`src/rtl/lower_layer_run_collector.sv`:
```
// Run collector: buffers one sorted run from the merge stage, checks its order,
// then replays it downstream with a valid/ready handshake and an end-of-run flag.
module lower_layer_run_collector #(
  parameter int DATA_WIDTH = 8,
  parameter int DEPTH      = 8,
  parameter int CNT_W      = $clog2(DEPTH) + 1
) (
  input  logic                  clk,
  input  logic                  rst,
  input  logic                  start,
  input  logic [CNT_W-1:0]      run_len,
  input  logic                  in_valid,
  input  logic [DATA_WIDTH-1:0] in_data,
  output logic                  in_ready,
  output logic                  out_valid,
  output logic [DATA_WIDTH-1:0] out_data,
  output logic                  out_last,
  input  logic                  out_ready,
  output logic                  busy,
  output logic                  order_err,
  output logic                  run_done
);

  localparam int ADDR_W = $clog2(DEPTH);

  typedef enum logic [1:0] {IDLE, FILL, DRAIN} state_t;

  state_t                state_reg, state_next;
  logic [CNT_W-1:0]      len_reg;
  logic [CNT_W-1:0]      wr_ptr_reg;
  logic [CNT_W-1:0]      rd_ptr_reg;
  logic [DATA_WIDTH-1:0] prev_reg;
  logic                  order_err_reg;
  logic                  run_done_reg;
  logic [DATA_WIDTH-1:0] mem [DEPTH];

  logic start_ok;
  logic accept;
  logic last_accept;
  logic xfer;
  logic last_xfer;

  assign start_ok    = (state_reg == IDLE) && start && (run_len != '0) &&
                       (run_len <= CNT_W'(DEPTH));
  assign accept      = (state_reg == FILL) && in_valid;
  assign last_accept = accept && ((wr_ptr_reg + CNT_W'(1)) == len_reg);
  assign xfer        = (state_reg == DRAIN) && out_ready;
  assign last_xfer   = xfer && out_last;

  // State register
  always_ff @(posedge clk) begin
    if (rst) state_reg <= IDLE;
    else     state_reg <= state_next;
  end

  // Next-state logic
  always_comb begin
    state_next = state_reg;
    case (state_reg)
      IDLE:    if (start_ok)    state_next = FILL;
      FILL:    if (last_accept) state_next = DRAIN;
      DRAIN:   if (last_xfer)   state_next = IDLE;
      default:                  state_next = IDLE;
    endcase
  end

  // Outputs; out_data is forced to zero outside DRAIN so idle outputs read 0
  always_comb begin
    in_ready  = (state_reg == FILL);
    out_valid = (state_reg == DRAIN);
    out_last  = (state_reg == DRAIN) && (rd_ptr_reg == (len_reg - CNT_W'(1)));
    out_data  = (state_reg == DRAIN) ? mem[rd_ptr_reg[ADDR_W-1:0]] : '0;
    busy      = (state_reg != IDLE);
    order_err = order_err_reg;
    run_done  = run_done_reg;
  end

  always_ff @(posedge clk) begin
    if (rst) begin
      len_reg       <= '0;
      wr_ptr_reg    <= '0;
      rd_ptr_reg    <= '0;
      prev_reg      <= '0;
      order_err_reg <= 1'b0;
      run_done_reg  <= 1'b0;
    end else begin
      run_done_reg <= last_xfer;
      if (start_ok) begin
        len_reg       <= run_len;
        wr_ptr_reg    <= '0;
        rd_ptr_reg    <= '0;
        order_err_reg <= 1'b0;
      end
      if (accept) begin
        wr_ptr_reg <= wr_ptr_reg + CNT_W'(1);
        prev_reg   <= in_data;
        // The first element of a run has no predecessor to compare against
        if ((wr_ptr_reg != '0) && (in_data < prev_reg)) order_err_reg <= 1'b1;
      end
      if (xfer) rd_ptr_reg <= rd_ptr_reg + CNT_W'(1);
    end
  end

  // Buffer storage carries no reset; contents are meaningless until written
  always_ff @(posedge clk) begin
    if (accept) mem[wr_ptr_reg[ADDR_W-1:0]] <= in_data;
  end

endmodule

```
`config.mk`:
```
export PLATFORM = sky130hd
export DESIGN_NAME = lower_layer_run_collector
export DESIGN_NICKNAME = d
export VERILOG_FILES = /design/src/rtl/lower_layer_run_collector.sv
export SDC_FILE = /design/constraint.sdc
export NUM_CORES = 1
export LEC_CHECK = 0
export CAP_MARGIN = 20
export CORE_UTILIZATION = 40
export CTS_BUF_LIST = sky130_fd_sc_hd__clkbuf_4 sky130_fd_sc_hd__clkbuf_8
export CTS_CLUSTER_SIZE = 24
export DETAILED_ROUTE_END_ITERATION = 8
export SYNTH_ARGS = -nofsm -noshare
export SYNTH_HDL_FRONTEND = slang
export SYNTH_SLANG_ARGS = --single-unit
export TNS_END_PERCENT = 1
```
`constraint.sdc`:
```
create_clock -name clk -period 2.5 [get_ports clk]
set_input_delay 0.75 -clock clk [delete_from_list [all_inputs] [get_ports clk]]
set_output_delay 0.75 -clock clk [all_outputs]
set_load 0.05 [all_outputs]
```
==> flow_summary.toml, run 1 <==
[floorplanning]
die_y_um = 101
rows = 35
initial_core_util_pct = 41.8
die_x_um = 101
ios = 31
core_area_um2 = 9330
dieArea_um2 = 10100

[route]
drt-total-wl_mm = 7.82
met3WireLength_um = 200
drtAntennaViolNets = 0
highest_layer = "met4"
met2WireLength_mm = 3.75
detail_route.wl_per_cell_um = 16.8
viasPerCell = 4.98
drt_iter0_markers = 100
vias = 2323
drt-met1-wl_mm = 3.73
drt_pass1_iterations = 4
drcViolationCount = 0

[timing]
fin_crit_sh_pct = 105
fin_ws_ns = -0.119
relSlewSlack_pct = 65.9
clock_skew_ns = 0.00927
rsz0062_at_grt = "true"
setup_violations = 8
final.min_clock_period_ns = 2.62
worst_pin_slew_ns = 0.510
max_freq_ghz = 0.382
finalSetupTns_ns = -0.560
finalHoldViolations = 0
drv_slew = 0

[power]
ir_worst_vdd_mv = 0.275
p_clk_share_pct = 34.4
power_frac_comb_pct = 7.3
power_density_nw_per_um2 = 590
intPower_mw = 2.12
p_sw_mw = 0.693
leakage_nw = 1.65
pwr-share-seq_pct = 58.3
p_sw_share_pct = 24.7

[synth]
postSynthAreaPerCell_um2 = 14.0
async_reset_ff_share_pct = 0
synthDistinctLibCells = 37
synth_xor_area_share_pct = 3.14
syn_area_um2 = 3900
synthMuxAreaShare_pct = 12.9
yosys_warnings = 0
synth_seq_area_share_pct = 63.1
synth.net_count = 306
yosys.area_share.adder_pct = 3.53
ys_ff_latch = 91
syn_inst = 278
synth_flop_cell = "edfxtp_1"
synth_top_family_by_area = "multiplexers"
synth-edff-count = 64
synth_compound_area_share_pct = 3.91
yosys.area_share.simple_pct = 9.59

[cts]
clock-sinks = 91
cts_tree = "done"
clkLatencyLatePin_ns = 0.35
clockBufferDepth = 2
hold_buffers = 0
cts_buffers = 9
clock-root-buffer = "clkbuf_8"
clk_pin_slew_ns = 0.10
htreeDepth = 3
post_cts_buffers = 0

[global_route]
grt_max_degree = 20
grt_pass1_wl_mm = 12.5
gr-total-overflow = 0
antenna_found_initial = 0
grt_pass1_vias = 2334
grtUsageTotal_pct = 17.0

[finish]
nNetsFinal = 360
utilization_pct = 51.1
multi_input_area_um2 = 1320
num_antenna_cells = 0
largest_register_ffs = 64
drive_gt1_share_pct = 23.1
seqCellArea_um2 = 2470
syn_to_final_growth_pct = 22.2
layout.cells.non_filler = 466
fill_cells = 811

[worst_hold_path]
hold_path.class = "register to register"
hold-path-cell-count = 2
min_from = "prev_reg[5]$_SDFFE_PP0P_"
min_to = "prev_reg[5]$_SDFFE_PP0P_"

[critical_path]
worstSetupPathType = "register to output pin"
cp_max_fo = 8
worstPathArrival_ns = 1.87
r2r_end = "state_reg[0]$_SDFFE_PP0P_"
path_buf_inv = 2
crit_chain = "buf_12 > mux4_2 > mux2i_2 > nor2_1 > buf_6"
r2r-start = "wr_ptr_reg[0]$_SDFFE_PP0P_"
reg2reg_slack_ns = 0.60
path_delay_family = "multiplexers"
crit_required_ns = 1.75
r2r.worst_path.cells = 7
cp-start-kind = "register"
max_stage_delay_ns = 0.51
cpMaxStageDelayCell = "mux4_2"
crit_path_end_kind = "output pin"

[status]
violations = "setup timing"
status = "finished, violations left"

[placed_design]
io_buffers = 30
dp.cells = 449
place.gp.congestion = 0.771
place_hpwl_mm = 5.24

[run]
drv_cap = 0
how the worst max path moves through the flow:
stage	start	to	slack, ns	cells past startpoint
floorplan	len_reg[0]$_SDFFE_PP0P_	out_last	0.03	6
global placement	in_valid	mem[6][4]$_DFFE_PP_	0.18	5
detailed placement	in_valid	mem[6][5]$_DFFE_PP_	0.14	5
CTS	register	out_data[6]	-0.17	5
global route	register	out_data[6]	-0.19	5
finish	register	out_data[6]	-0.12	5
Yosys cell counts (2+ instances only):
library cell | instances | area (um^2)
a21o_1 | 2 | 15.0
a21oi_1 | 18 | 90.1
buf_2 | 6 | 30.0
buf_4 | 2 | 15.0
clkbuf_1 | 3 | 11.3
dfxtp_1 | 27 | 541
edfxtp_1 | 64 | 1920
ha_1 | 11 | 138
inv_1 | 15 | 56.3
mux2i_1 | 12 | 120
mux4_1 | 6 | 158
mux4_2 | 10 | 225
nand2_1 | 26 | 97.6
nand2b_1 | 3 | 18.8
nand3_1 | 7 | 35.0
nand4_1 | 2 | 12.5
nor2_1 | 18 | 67.6
nor3_1 | 9 | 45.0
nor4_1 | 4 | 25.0
o21ai_0 | 3 | 15.0
or3_1 | 2 | 12.5
xnor2_1 | 7 | 61.3
xor2_1 | 7 | 61.3
through the flow:
step / cell area [um^2] / hold WS [ns] / total power [mW] / worst slack (ns)
6_report: 4760 / 0.464 / 2.81 / -0.119
5_1_grt: 4760 / 0.485 / 2.92 / -0.185
4_1_cts: 4760 / 0.463 / 2.84 / -0.168
3_5_place_dp: 4500 / 0.449 / 1.88 / 0.145
3_3_place_gp: 4500 / 0.444 / 1.88 / 0.176
2_1_floorplan: 3900 / 0.436 / 1.78 / 0.0338
layout make-up:
type	instances	area share [%]
Clock buffer	9	2.60
Clock inverter	7	1.60
Inverter	15	1.18
Multi-Input combinational cell	158	27.6
Sequential cell	91	51.8
Tap cell	129	3.39
Timing Repair Buffer	57	11.8
power groups by stage:
stage | Combinational (mW) | Sequential (mW) | Clock [mW]
final | 0.205 | 1.64 | 0.968
after global routing | 0.225 | 1.64 | 1.06
after CTS | 0.206 | 1.64 | 1.00
after detailed placement | 0.206 | 1.67 | 0
after global placement | 0.204 | 1.67 | 0
after floorplan | 0.115 | 1.67 | 0
worst register-to-register path: cells and delay by family, from the launching register on:
| family | cells | cell delay, ns |
|---|---|---|
| compound gates | 1 | 0.06 |
| xor+xnor | 1 | 0.14 |
| fa+ha+maj | 1 | 0.37 |
| buf+inv | 1 | 0.21 |
| flops | 1 | 0.55 |
| simple gates | 3 | 0.45 |
layout by cell type (no fill, tap or decap), drive strengths merged:
cell type	instances
edfxtp	64
buf	37
nand2	27
dfxtp	27
inv	20
a21oi	18
clkdlybuf4s50	18
nor2	18
mux4	16
mux2i	12
ha	11
nor3	10
clkbuf	9
nand3	8
xor2	7
xnor2	7
nor4	4
o21ai	3
nand2b	3
nand4	2
or3	2
a21o	2
dlygate4sd2	2
clkinv	2
nor2b	1
and2	1
o31ai	1
a311oi	1
or2	1
a211oi	1
o2111ai	1
nand3b	1
routing by layer:
metal	track usage, %	up-vias
met2	27.5	35
li1	-	1130
met3	2.22	10
met1	23.2	1148
met5	0	-
met4	7.47	0
logic make-up (layout without fill, tap and decap cells):
kind of cell | after synthesis | count (layout)
AOI/OAI and AO/OA | 27 | 27
xor gates and xnor gates | 14 | 14
adders and majority gates | 11 | 11
buffers and inverters | 29 | 88
DFF | 91 | 91
muxes | 28 | 28
and+or+nand+nor | 78 | 78
repair_timing:
| action | in CTS | in global routing |
|---|---|---|
| endpoints found under the setup margin | 11 | 9 |
| cloned | 1 | 0 |
| resized for setup | 15 | 4 |
Note: power is estimated with default switching activity, not from simulation.
==> run 2: changes to the inputs <==
--- a/config.mk
+++ b/config.mk
@@ -8,8 +8,9 @@
 export CAP_MARGIN = 20
 export CORE_UTILIZATION = 40
 export CTS_BUF_LIST = sky130_fd_sc_hd__clkbuf_4 sky130_fd_sc_hd__clkbuf_8
-export CTS_CLUSTER_SIZE = 24
+export CTS_CLUSTER_SIZE = 14
 export DETAILED_ROUTE_END_ITERATION = 8
+export PLACE_DENSITY = 0.56
 export SYNTH_ARGS = -nofsm -noshare
 export SYNTH_HDL_FRONTEND = slang
 export SYNTH_SLANG_ARGS = --single-unit
==> run 2 against run 1 <==
The run still ends with setup timing left. Highest routed layer unchanged. Largest cell class unchanged. Clock-buffer cell count unchanged. Die area unchanged. Hold slack worse by 0.0064 ns. Total power down 2.6%. Cell count up 0.43%. Critical path depth unchanged.
==> flow_summary.toml, run 2 (same netlist as run 1, synthesis figures left out) <==
[critical_path]
worstSetupPathType = "register to output pin"
crit_path_end_kind = "output pin"
crit_required_ns = 1.75
worstPathArrival_ns = 1.86
cp_max_fo = 6
cp-start-kind = "register"

[timing]
clock_skew_ns = 0.00643
finalHoldViolations = 0
fin_ws_ns = -0.106
final.min_clock_period_ns = 2.61
drv_slew = 0
rsz0062_at_grt = "true"
max_freq_ghz = 0.384
relSlewSlack_pct = 66.6
finalSetupTns_ns = -0.294
setup_violations = 8
worst_pin_slew_ns = 0.499
fin_crit_sh_pct = 104

[route]
viasPerCell = 5.02
drtAntennaViolNets = 0
drcViolationCount = 0
drt_pass1_iterations = 4
vias = 2351
detail_route.wl_per_cell_um = 17.4
drt-total-wl_mm = 8.16
drt_iter0_markers = 97

[floorplanning]
die_y_um = 101
rows = 35
initial_core_util_pct = 41.8
die_x_um = 101
dieArea_um2 = 10100
ios = 31
core_area_um2 = 9330

[power]
ir_worst_vdd_mv = 0.236
power_density_nw_per_um2 = 578
leakage_nw = 1.64
fin_total_pwr_mw = 2.74

[status]
violations = "setup timing"
status = "finished, violations left"

[placed_design]
dp.cells = 451
dp_slack_ns = 0.165
place.gp.congestion = 0.742
place_hpwl_mm = 5.47
io_buffers = 30

[global_route]
grt_pass1_wl_mm = 13.0
grtUsageTotal_pct = 18.0
antenna_found_initial = 0
grt_max_degree = 17
gr-total-overflow = 0
grt_pass1_vias = 2462

[cts]
clock-root-buffer = "clkbuf_8"
clockBufferDepth = 2
cts_tree = "done"
clock-sinks = 91
clk_pin_slew_ns = 0.09
clkLatencyLatePin_ns = 0.35
cts_buffers = 9
htreeDepth = 3
post_cts_buffers = 0

[run]
drv_cap = 0

[finish]
nNetsFinal = 362
layout_common_cells = "edfxtp_1, nand2_1, buf_4, dfxtp_1"
syn_to_final_growth_pct = 21.5
final_common_cell = "edfxtp_1"
largest_register_ffs = 64
num_antenna_cells = 0
drive_gt1_share_pct = 24.8
layout.cells.non_filler = 468

[worst_hold_path]
hold_path.class = "register to register"
## run 2: metrics by stage
stage	instance area [um^2]	hold WS (ns)	util [%]
after floorplan	3900	0.436	-
after global placement	4510	0.442	48.3
after detailed placement	4510	0.446	48.3
after CTS	4740	0.458	50.8
after global routing	4740	0.483	50.8
final	4740	0.457	50.8
## run 2: what timing repair did
item,in CTS,in global routing
hold buffers,0,0
gates resized for setup,19,10
pin swaps,0,1
cloned,1,0
endpoints found under the setup margin,10,11
## run 2: worst max-delay path: stages (launching register included)
cell and delay (ns):
dfxtp_4 0.40, buf_8 0.14, mux4_2 0.52, mux2i_2 0.20, nor2_1 0.08, buf_6 0.17
## run 2: metal layers
layer  GRT usage (%)  vias to the layer above  routed length (um)  part of all wire [%]
met5               0                        -                   0                     0
met4            6.13                        0                  60                  0.74
met3            3.74                        4                 255                   3.1
met2            29.7                       51                3990                    49
met1            23.8                     1168                3850                    47
li1                -                     1128                   -                     -
## run 2: path summary, 6_finish.rpt
| kind | from | end | slack, ns | depth (start not counted) |
|---|---|---|---|---|
| max | register | out_data[6] | -0.11 | 5 |
| min | prev_reg[6]$_SDFFE_PP0P_ | prev_reg[6]$_SDFFE_PP0P_ | 0.46 | 2 |
| max reg2reg | wr_ptr_reg[0]$_SDFFE_PP0P_ | state_reg[0]$_SDFFE_PP0P_ | 0.58 | 7 |
| min reg2reg | prev_reg[6]$_SDFFE_PP0P_ | prev_reg[6]$_SDFFE_PP0P_ | 0.46 | 2 |
## run 2: power breakdown
part	switching (mW)	leakage, nW	internal, mW
logic	0.113	0.764	0.0928
clock network	0.527	0.0799	0.366
registers	0.0132	0.797	1.63
total	0.653	1.64	2.08
## run 2: area by class of cell
type | instances | area (um^2)
Timing Repair Buffer | 59 | 568
Sequential cell | 91 | 2470
Fill cell | 831 | 4590
Clock inverter | 7 | 52.6
Tap cell | 129 | 161
Clock buffer | 9 | 124
Inverter | 15 | 56.3
Multi-Input combinational cell | 158 | 1310
==> edit (settings of run 2) <==
Set the parameter `DEPTH` to 16 (it was 8).
--- a/src/rtl/lower_layer_run_collector.sv
+++ b/src/rtl/lower_layer_run_collector.sv
@@ -4,3 +4,3 @@
   parameter int DATA_WIDTH = 8,
-  parameter int DEPTH      = 8,
+  parameter int DEPTH      = 16,
   parameter int CNT_W      = $clog2(DEPTH) + 1
Interface: changed (resized run_len); port bits go from 31 to 32. No check against the original RTL was run, so the function may have changed too.
==> edit against run 2 <==
The flow still finishes with violations (setup timing); clock power rose by 110%; largest power group unchanged; critical endpoint is now out_data[4]; power grew 84%; synthesized area is 71% higher; sequential share of layout area up 2.4 points; design area is 73% higher; setup slack got worse by 0.46 ns; sequential cell count up 68; combinational power rose by 30%; core utilization rose by 0.26 points; routed wire length is 81% higher; hold slack got worse by 0.0013 ns; via count up 70%.
==> edit: results <==
[setup_path]
rr_endpoint = mem[3][5]
cp.arrival_ns = 2.32
r2r_start = state_reg[1]
cp-endpoint = out_data[4]
r2r_cells = 6

[placement]
dp_hpwl_um = 10200
gp_congestion = 0.802
place_inst = 716
place_ws_ns = -0.135
io_buffers = 31

[drt]
met2_length_um = 7400
wl_met1_um = 6170
wirelength_um = 14700

[power]
p_sw_share_pct = 22.1
ir_worst_vdd_mv = 0.333

[yosys]
synth_edf_count = 128
synth.net_count = 468
synthDistinctLibCells = 46
synth.area.top_cells = edfxtp_1, dfxtp_1, mux4_2, ha_1, mux4_1

[global_route]
grt_pass1_vias = 3938
track_usage_pct = 19.0
use_met3_pct = 3.99
grt_max_degree = 21
grt_use_met2_pct = 31.2
grt_util_met1_pct = 23.8

[outcome]
status = complete, but fails checks
failed_checks = setup timing

[sta]
setup-violations-final = 9
timing.final.ws_setup_ns = -0.567
final.setup.tns_ns = -4.60
skew_ns = 0.0119

[worst_hold_path]
worstHoldStart = prev_reg[4]

[clocking]
cts-buffers-inserted = 17
## edit: cell families after synthesis
group,share of synthesized area [%]
xor+xnor,1.58
flops,67.0
buf+inv,2.56
mux,12.0
fa+ha+maj,2.44
simple gates,8.36
compound gates,6.03
## edit: repair_timing
item                       CTS  global route
buffers inserted             0             1
pin swaps                    0             6
gates resized for setup      4            26
setup endpoints to repair   10             9
gates cloned                 0             2
## edit: final cells by class
type | count | area [um2] | share of cell area (%)
inverters | 14 | 52.6 | 0.641
multi-input cells | 243 | 2100 | 25.6
clock buffers | 19 | 262 | 3.19
clock inverters | 13 | 135 | 1.65
flip-flops and latches | 159 | 4470 | 54.5
repair buffers | 87 | 912 | 11.1
well taps | 216 | 270 | 3.30
## edit: worst register-to-register path: stages (launching register included)
cell	delay, ns
dfxtp_1	0.32
buf_4	0.14
and2b_1	0.30
and2_1	0.29
nand2_1	0.18
nor3_1	0.19
buf_4	0.25
